**src/rtl/sec_b2a_serial.sv**
```systemverilog
// sec_b2a_serial: digit-serial masked Boolean-to-arithmetic converter.
//
// Converts x = b_0 ^ .. ^ b_{n-1} into arithmetic shares with x = a_0 + .. + a_{n-1} mod 2^K.
// a_i (i >= 1) are fresh random words. z = x - r_1 - .. - r_{n-1} is computed on Boolean shares
// by masked ripple subtraction, DIGIT bits per cycle. a_0 is the XOR-fold of a refreshed z.
//
// Ports:
//   clk, rst       clock, synchronous active-high reset
//   i_vld / o_rdy  input handshake for i_b (N_SHARES Boolean shares, share i at [i*K +: K])
//   rnd / rnd_req  fresh randomness: [K-1:0] r word, then RND_AND SecAnd bits, then N*K
//                  refresh words; rnd_req flags the cycles in which rnd is consumed
//   o_a / o_vld    arithmetic shares (same packing), held stable while o_vld is high
//   i_rdy          downstream accepts o_a
//
// Build option: define SEC_B2A_ZEROIZE_EN to clear z, r, carry and o_a after each handshake
// (and z/carry on FOLD->DONE). Without it these registers hold until the next accept/reset.
module sec_b2a_serial #(
    parameter int K_WIDTH  = 32,
    parameter int N_SHARES = 3,
    parameter int DIGIT    = 4,
    localparam int RND_AND = DIGIT * N_SHARES * (N_SHARES - 1) / 2,
    localparam int RND_W   = K_WIDTH + RND_AND + N_SHARES * K_WIDTH
) (
    input  logic                          clk,
    input  logic                          rst,
    input  logic                          i_vld,
    output logic                          o_rdy,
    input  logic [N_SHARES*K_WIDTH-1:0]   i_b,
    input  logic [RND_W-1:0]              rnd,
    output logic                          rnd_req,
    output logic [N_SHARES*K_WIDTH-1:0]   o_a,
    output logic                          o_vld,
    input  logic                          i_rdy
);

    localparam int NPAIR = N_SHARES * (N_SHARES - 1) / 2;
    localparam int ND    = K_WIDTH / DIGIT;
    localparam int DW    = (ND > 1) ? $clog2(ND) : 1;
    localparam int PW    = $clog2(N_SHARES);

    localparam logic [1:0] ST_IDLE = 2'd0;
    localparam logic [1:0] ST_SUB  = 2'd1;
    localparam logic [1:0] ST_FOLD = 2'd2;
    localparam logic [1:0] ST_DONE = 2'd3;

    // Carry-in of 1 for the two's-complement "+ 1", held on share 0 only.
    localparam logic [N_SHARES-1:0] CARRY_INIT = N_SHARES'(1);
    localparam logic [K_WIDTH-1:0]  DIGIT_MASK = K_WIDTH'({DIGIT{1'b1}});

    if (K_WIDTH % DIGIT != 0) begin : g_bad_digit
        $error("sec_b2a_serial: K_WIDTH must be a multiple of DIGIT");
    end

    logic [1:0]          state_q;
    logic [PW-1:0]       pass_q;
    logic [DW-1:0]       digit_q;
    logic [K_WIDTH-1:0]  z_q [N_SHARES];
    logic [N_SHARES-1:0] c_q;
    // a_q[0] receives the fold result, a_q[i] (i >= 1) the random word r_i.
    logic [K_WIDTH-1:0]  a_q [N_SHARES];

    logic [K_WIDTH-1:0]  r_cur;
    logic [K_WIDTH-1:0]  z_sub [N_SHARES];
    logic [N_SHARES-1:0] c_sub;
    logic [K_WIDTH-1:0]  z_fold [N_SHARES];
    logic [K_WIDTH-1:0]  a0_fold;

    // One digit of masked ripple addition z + ~r_i (+1 via carry-in).
    always_comb begin
        logic [DIGIT-1:0]    zd [N_SHARES];
        logic [DIGIT-1:0]    zn [N_SHARES];
        logic [DIGIT-1:0]    yd;
        logic [N_SHARES-1:0] c, s, t, zb;
        int                  sh, p;

        sh    = int'(digit_q) * DIGIT;
        // r_i is live on the bus only at digit 0; later digits reuse the stored copy.
        r_cur = (digit_q == '0) ? rnd[K_WIDTH-1:0] : a_q[pass_q];
        yd    = DIGIT'(~r_cur >> sh);
        c     = (digit_q == '0) ? CARRY_INIT : c_q;
        s     = '0;
        t     = '0;
        zb    = '0;
        p     = 0;
        for (int k = 0; k < N_SHARES; k++) begin
            zd[k] = DIGIT'(z_q[k] >> sh);
            zn[k] = '0;
        end
        for (int b = 0; b < DIGIT; b++) begin
            for (int k = 0; k < N_SHARES; k++) begin
                zb[k] = zd[k][b];
                s[k]  = zd[k][b] ^ ((k == 0) ? yd[b] : 1'b0);
            end
            // ISW SecAnd(c, s)
            t = c & s;
            p = 0;
            for (int i = 0; i < N_SHARES; i++) begin
                for (int j = i + 1; j < N_SHARES; j++) begin
                    t[i] = t[i] ^ rnd[K_WIDTH + b * NPAIR + p];
                    t[j] = t[j] ^ rnd[K_WIDTH + b * NPAIR + p] ^ (c[i] & s[j]) ^ (c[j] & s[i]);
                    p++;
                end
            end
            for (int k = 0; k < N_SHARES; k++) begin
                zn[k][b] = s[k] ^ c[k];
            end
            // y is unshared, so z&y is computed share-wise.
            c = ({N_SHARES{yd[b]}} & zb) ^ t;
        end
        c_sub = c;
        for (int k = 0; k < N_SHARES; k++) begin
            z_sub[k] = (z_q[k] & ~(DIGIT_MASK << sh)) | (K_WIDTH'(zn[k]) << sh);
        end
    end

    // Ring refresh: every mask word enters exactly two shares, so the fold is unchanged.
    always_comb begin
        a0_fold = '0;
        for (int k = 0; k < N_SHARES; k++) begin
            z_fold[k] = z_q[k]
                      ^ rnd[K_WIDTH + RND_AND + k * K_WIDTH +: K_WIDTH]
                      ^ rnd[K_WIDTH + RND_AND + ((k + 1) % N_SHARES) * K_WIDTH +: K_WIDTH];
            a0_fold   = a0_fold ^ z_fold[k];
        end
    end

    always_ff @(posedge clk) begin
        if (rst) begin
            state_q <= ST_IDLE;
            pass_q  <= '0;
            digit_q <= '0;
            c_q     <= '0;
            for (int k = 0; k < N_SHARES; k++) begin
                z_q[k] <= '0;
                a_q[k] <= '0;
            end
        end else begin
            unique case (state_q)
                ST_IDLE: begin
                    if (i_vld) begin
                        for (int k = 0; k < N_SHARES; k++) begin
                            z_q[k] <= i_b[k*K_WIDTH +: K_WIDTH];
                        end
                        pass_q  <= PW'(1);
                        digit_q <= '0;
                        state_q <= ST_SUB;
                    end
                end
                ST_SUB: begin
                    for (int k = 0; k < N_SHARES; k++) begin
                        z_q[k] <= z_sub[k];
                    end
                    c_q <= c_sub;
                    if (digit_q == '0) begin
                        a_q[pass_q] <= r_cur;
                    end
                    if (digit_q == DW'(ND - 1)) begin
                        digit_q <= '0;
                        if (pass_q == PW'(N_SHARES - 1)) begin
                            state_q <= ST_FOLD;
                        end else begin
                            pass_q <= pass_q + PW'(1);
                        end
                    end else begin
                        digit_q <= digit_q + DW'(1);
                    end
                end
                ST_FOLD: begin
                    a_q[0] <= a0_fold;
`ifdef SEC_B2A_ZEROIZE_EN
                    for (int k = 0; k < N_SHARES; k++) begin
                        z_q[k] <= '0;
                    end
                    c_q <= '0;
`else
                    for (int k = 0; k < N_SHARES; k++) begin
                        z_q[k] <= z_fold[k];
                    end
`endif
                    state_q <= ST_DONE;
                end
                ST_DONE: begin
                    if (i_rdy) begin
                        state_q <= ST_IDLE;
`ifdef SEC_B2A_ZEROIZE_EN
                        c_q <= '0;
                        for (int k = 0; k < N_SHARES; k++) begin
                            z_q[k] <= '0;
                            a_q[k] <= '0;
                        end
`endif
                    end
                end
                default: state_q <= ST_IDLE;
            endcase
        end
    end

    always_comb begin
        o_rdy   = (state_q == ST_IDLE);
        o_vld   = (state_q == ST_DONE);
        rnd_req = (state_q == ST_SUB) || (state_q == ST_FOLD);
        o_a     = '0;
        for (int k = 0; k < N_SHARES; k++) begin
            o_a[k*K_WIDTH +: K_WIDTH] = a_q[k];
        end
    end

endmodule

```
**config.mk**
```make
export PLATFORM = sky130hd
export DESIGN_NAME = sec_b2a_serial
export DESIGN_NICKNAME = d
export VERILOG_FILES = /design/src/rtl/sec_b2a_serial.sv
export SDC_FILE = /design/constraint.sdc
export NUM_CORES = 1
export LEC_CHECK = 0
export BUFFER_PORTS_ARGS = -buffer_cell sky130_fd_sc_hd__buf_2
export CAP_MARGIN = 25
export CORE_ASPECT_RATIO = 1.1
export CORE_UTILIZATION = 54
export DETAILED_ROUTE_END_ITERATION = 8
export PLACE_DENSITY = 0.79
export SETUP_SLACK_MARGIN = 0.02
export SYNTH_ARGS = -nofsm -noshare
export SYNTH_HDL_FRONTEND = slang
export SYNTH_SLANG_ARGS = --single-unit
```
**constraint.sdc**
```tcl
create_clock -name clk -period 18.6 [get_ports clk]
set_clock_uncertainty 0.15 [all_clocks]
set_input_delay 1.86 -clock clk [delete_from_list [all_inputs] [get_ports clk]]
set_output_delay 1.86 -clock clk [all_outputs]
set_load 0.05 [all_outputs]
```
Word level (Yosys, flattened, before mapping)
Memories as Yosys holds them, arrays and structs flattened. A register that Yosys moved wholly into a read port is not among the register bits.
Cells that the tools add are included.
Storage, ports and cells
  output and inout bits: 99
  memories: 2
  input port bits: 240
  flip-flop bits (word level): 10
  word-level logic and storage cells: 204
  bits in writable memories: 192
Operators by class
  add/subtract/negate cells: 2
  bitwise logic cells: 126
  muxes and demuxes: 44
  equal/unequal tests: 10
  reduce and logical (&&, ||, !) cells: 8
  shift operators: 8
Memories
  a_q: depth 3, width 32, read ports 4, clocked after Yosys merged registers in 1, write ports 3, RTL line 60  | logic [K_WIDTH-1:0] a_q [N_SHARES];
  z_q: depth 3, width 32, read ports 3, clocked after Yosys merged registers in 0, write ports 3, RTL line 57  | logic [K_WIDTH-1:0] z_q [N_SHARES];
Operators by type and width (number)
  $mux 32: 12
  $xor 32x32->32: 8
  $shr 32x5->4: 4
  $and 32x32->32: 3
  $or 32x32->32: 3
  $shl 4x5->32: 3
  $not 32->32: 2
  $xor 1x1->1: 64
  $reduce_or 32->1: 1
  $shl 4x5->32 const A: 1
  $and 1x1->1: 24
  $and 3x3->3: 8
  $mux 2: 9
  $mux 1: 17
  $xor 3x3->3: 4
  $or 1x1->1: 10
  $mux 3: 3
  $ne 2x2->1 const B: 4
  $pmux 2 s4: 1
  $reduce_and 4->1: 2
  $eq 2x2->1 const B: 3
  $pmux 3 s2: 1
  $pmux 2 s2: 1
  $add 3x1->3 const B: 1
  9 further kinds: 9

Depth between registers and ports, before layout
  depth after elaboration: 37
  mapped depth: 37
  mapped depth without buffers: 31

Least setup slack after synthesis
No wires, ideal clock.
  path kind: input-to-reg
  start point: input rnd[12]
  end point: memory z_q[1][23], in the netlist z_q[0][55] (data pin)
  setup time: 270 ps
  path buffers: 2
  arrival time: 7246 ps
  data required time: 18180 ps
  slack: 10933 ps
  cell stages on the path: 27
  cell sequence: mux2_4 -> a221o_1 -> nor3_1 -> ha_1 -> nand2_1 -> xnor2_1 -> or4_4 -> and2_1 -> ha_1 -> xor2_1 -> xnor2_1 -> a211oi_1 -> o2111a_1 -> or2_1 -> inv_1 -> ha_1 -> xor2_1 -> xnor2_1 -> xnor2_1 -> buf_2 -> xnor2_1 -> inv_1 -> ha_1 -> buf_2 -> a22o_1 -> a221oi_1 -> a21oi_1
RTL lines
  start, declared: RTL line 29  | input logic [RND_W-1:0] rnd,
  end, declared: RTL line 57

==> results list <==
- Outcome: finished clean
* Slew Viols, Final: 0
- Type of the tightest min-delay check: reg -> reg
* Clock buffer count from CTS: 27
- Register bit total from synthesis: ~240
- At the end of the flow, the number of nets in the layout was roughly 2100.
- In this run the power spent charging and discharging nets is approximately 1.8 mW.
- Worst EP arrival: 9.16 ns
- Vias post-DR: about 15000
- After synthesis the cells add up to 16820 µm².
- Cell-internal power: 1.981 mW
- No sink is reached through more buffers than the 3 on the longest clock path.
* Unrepaired setup endpoints after global routing: no
- The worst-case IR drop observed on VDD is 0.0001557 V.
* Count of cells along the worst hold path: 2
* Initial antenna violation count: 7
- After detailed routing, the number of remaining DRC violations is 0.
- The worst setup path is captured at a flop.
* Insertion delay to the later sink of the worst-skew pair: approximately 0.55 ns
- Vias per Instance: roughly 6.5
- At the end of routability-driven placement, the weighted congestion stood at just under 1.
- STA classifies the critical path startpoint as a flop.
* Clock root cell: clkbuf_16
- Power per Cell Area: roughly 190 nW/µm²
- In this run, the number of DRC markers left after iteration 0 of detailed routing was roughly 2000.
- Before CTS, the worst setup slack after placement is approximately 9.6 ns.
- The worst setup path is of the reg -> reg kind.
- After clock tree synthesis, the setup repair step added 0 buffers.
- First-pass GRT wire length: 84.98 mm
- Clock transition at the register clock pins on the worst setup and hold paths after CTS: ~0.06 ns
- After synthesis, the netlist uses between 70 and 80 different library cells.
- Number of global-route vias before repair: 14110
* Number of buffers added to fix hold violations after cts: 0
- Final period demand of the worst path: a little over 9 ns
- The initial utilization of the core area, before any placement, comes to 0.5499.
- Top flip-flop cell by instance count after synthesis: edfxtp_1
* Layout overhead on the synthesized area: 16.91%
- CTS tree: yes
* I/O pin count: 339
- Dividing the detail-routed wire length by the instance count gives around 26 µm.
- Counting cells, the worst reg-to-reg path comes to 30.
- Of the total power, registers draw 0.257.
- Global-route usage over all layers: 0.3574
- The final layout contains routed wiring with a total length of between 50 and 60 mm.
* Remaining antenna violation count after routing: 0
* Number of gates resized after cts: 0
- Entering global routing, the biggest net connects between 100 and 150 pins.
- Final Worst Setup Slack: ~9.5 ns
* Chip Width: between 150 and 200 µm
- The count of endpoints failing hold in the final timing report came to 0.
* H-tree Lvls: 1
- In this run the static leakage power is about 8.1 nW.
- Number of enable flip-flop cells after synthesis: 224
* Num rows: 67
- Post-synthesis net count: between 1500 and 2000
- Max_slew headroom: 0.2663
- Worst-margin pin slew: 1.101 ns
* Final worst-path cycle share: 0.4874
* Post-synthesis sequential area ratio: 0.4141
- Leaving out fill and tap cells, the most frequent cells in the layout are 338 x buf_2, 224 x edfxtp_1, 167 x xnor2_1.
- Before antenna repair, the detailed router went through 6 iterations.
- The share of total power dissipated in the clock network is 0.135.
- Req. time, crit path: 18.69 ns
- Gate power share: 0.607
- Avg Cell Area, Syn: around 11 µm²
- Of all nets on the critical path, the largest fanout is 57.
- Synthesized netlist cell count: roughly 1500
- On the worst path, the slowest cell contributes a delay of around 0.73 ns.
- Total congestion overflow: 0
- Share of flip-flops with an asynchronous set or reset after synthesis: 0
* Die area: 31870 µm²
- Of the total power, the share spent switching nets is 0.4825.
- The clock net in this run drives a total of 236 sinks.
- Input and output buffers added on the ports amount to between 300 and 400.
* Die height: 187.1 µm
- Synthesis warning total: 0
- For this design, the slowest cell found on the critical path is xnor2_1.
- Leaving out fill and tap cells, the most frequent cell in the layout is buf_2.
* Share of post-route cells with drive strength above 1: 0.2736
- Fmax: about 110 MHz
- Post-DP HPWL: roughly 42 mm
* Count of final setup violators: 0
- Core area: just over 30000 µm²
* Setup total negative slack: 0 ns
* Reported max-cap violation count: 0
- Hold is met by between 0.3 and 0.4 ns.
metrics by stage:
step | total power, mW | cells | cell area [µm²] | utilization
floorplan | 2.551 | 1546 | 16820 | -
global placement | 3.192 | 2197 | 18730 | 0.6120
detailed placement | 3.233 | 2197 | 18730 | 0.6120
CTS | 3.762 | 2246 | 19580 | 0.6399
global route | 3.966 | 2251 | 19660 | 0.6425
finish | 3.828 | 2255 | 19670 | 0.6429
registers in the layout, summed over array words and instances, names as in the netlist, named ones only:
register / flops
a_q: 128
z_q: 96
c_q: 3
digit_q: 3
pass_q: 2
state_q: 2
power groups by stage:
stage / sequential [mW] / combinational, mW / clock [mW]
final: 0.984 / 2.32 / 0.519
after global routing: 0.990 / 2.44 / 0.537
after CTS: 0.972 / 2.27 / 0.520
after detailed placement: 0.980 / 2.25 / 0
after global placement: 0.972 / 2.22 / 0
after floorplan: 1.07 / 1.48 / 0
cells by family after synthesis:
logic type      count (synthesis)  synth area share
flops                         236            0.4141
fa+ha+maj                      27           0.02008
xor+xnor                      281            0.1651
compound gates                392            0.1682
simple gates                  331           0.09050
buf+inv                       198           0.04834
mux                            81           0.09370
layer usage:
layer | global-route usage | routed length [µm] | vias up
met2 | 0.5574 | 26130 | 1081
met3 | 0.08125 | 7668 | 168
met1 | 0.4840 | 21230 | 6991
li1 | - | - | 6320
met4 | 0.1410 | 2692 | 2
met5 | 0 | 13 | -
critical path, delay by kind of cell, from the launching register on:
family,cells,cell delay (ns)
compound gates,7,2.02
xor+xnor,7,1.73
simple gates,6,1.46
buf+inv,5,1.45
fa+ha+maj,5,1.58
flops,1,0.31
worst paths after layout:
check | from | endpoint | slack [ns]
hold reg to reg | c_q[0] | c_q[0] | 0.38
hold / removal | c_q[0] | c_q[0] | 0.38
setup / recovery | digit_q[1] | z_q[0][43] | 9.53
setup reg to reg | digit_q[1] | z_q[0][43] | 9.53
cell type report:
type	instances	area [µm²]
Tap cell	414	518.0
Clock inverter	19	166.4
Fill cell	2429	10930
Timing Repair Buffer	363	1932
Sequential cell	236	6970
Inverter	75	281.5
Clock buffer	30	686.9
Antenna cell	6	15.01
Multi-Input combinational cell	1112	9100
synth_stat cells (4+ instances only):
library cell	count	area [µm²]
a211o_1	7	61.31
a211oi_1	8	60.06
a21oi_1	125	625.6
a221oi_1	98	858.3
a22o_1	72	630.6
and2_1	11	68.82
and3_1	5	31.28
and3b_1	9	78.83
buf_1	21	78.83
buf_2	18	90.09
clkbuf_1	75	281.5
clkbuf_2	4	20.02
dfxtp_1	12	240.2
edfxtp_1	224	6726
ha_1	27	337.8
inv_1	74	277.8
mux2_2	9	101.4
mux2i_1	12	120.1
mux4_2	56	1261
nand2_1	112	420.4
nand2b_1	10	62.56
nand3_1	12	60.06
nor2_1	125	469.2
nor3_1	13	65.06
nor4_1	4	25.02
o21ai_0	45	225.2
o31ai_1	5	37.54
or3_1	4	25.02
xnor2_1	167	1463
xnor3_1	23	518.0
xor2_1	91	797.0
(Power assumes the default switching activity.)
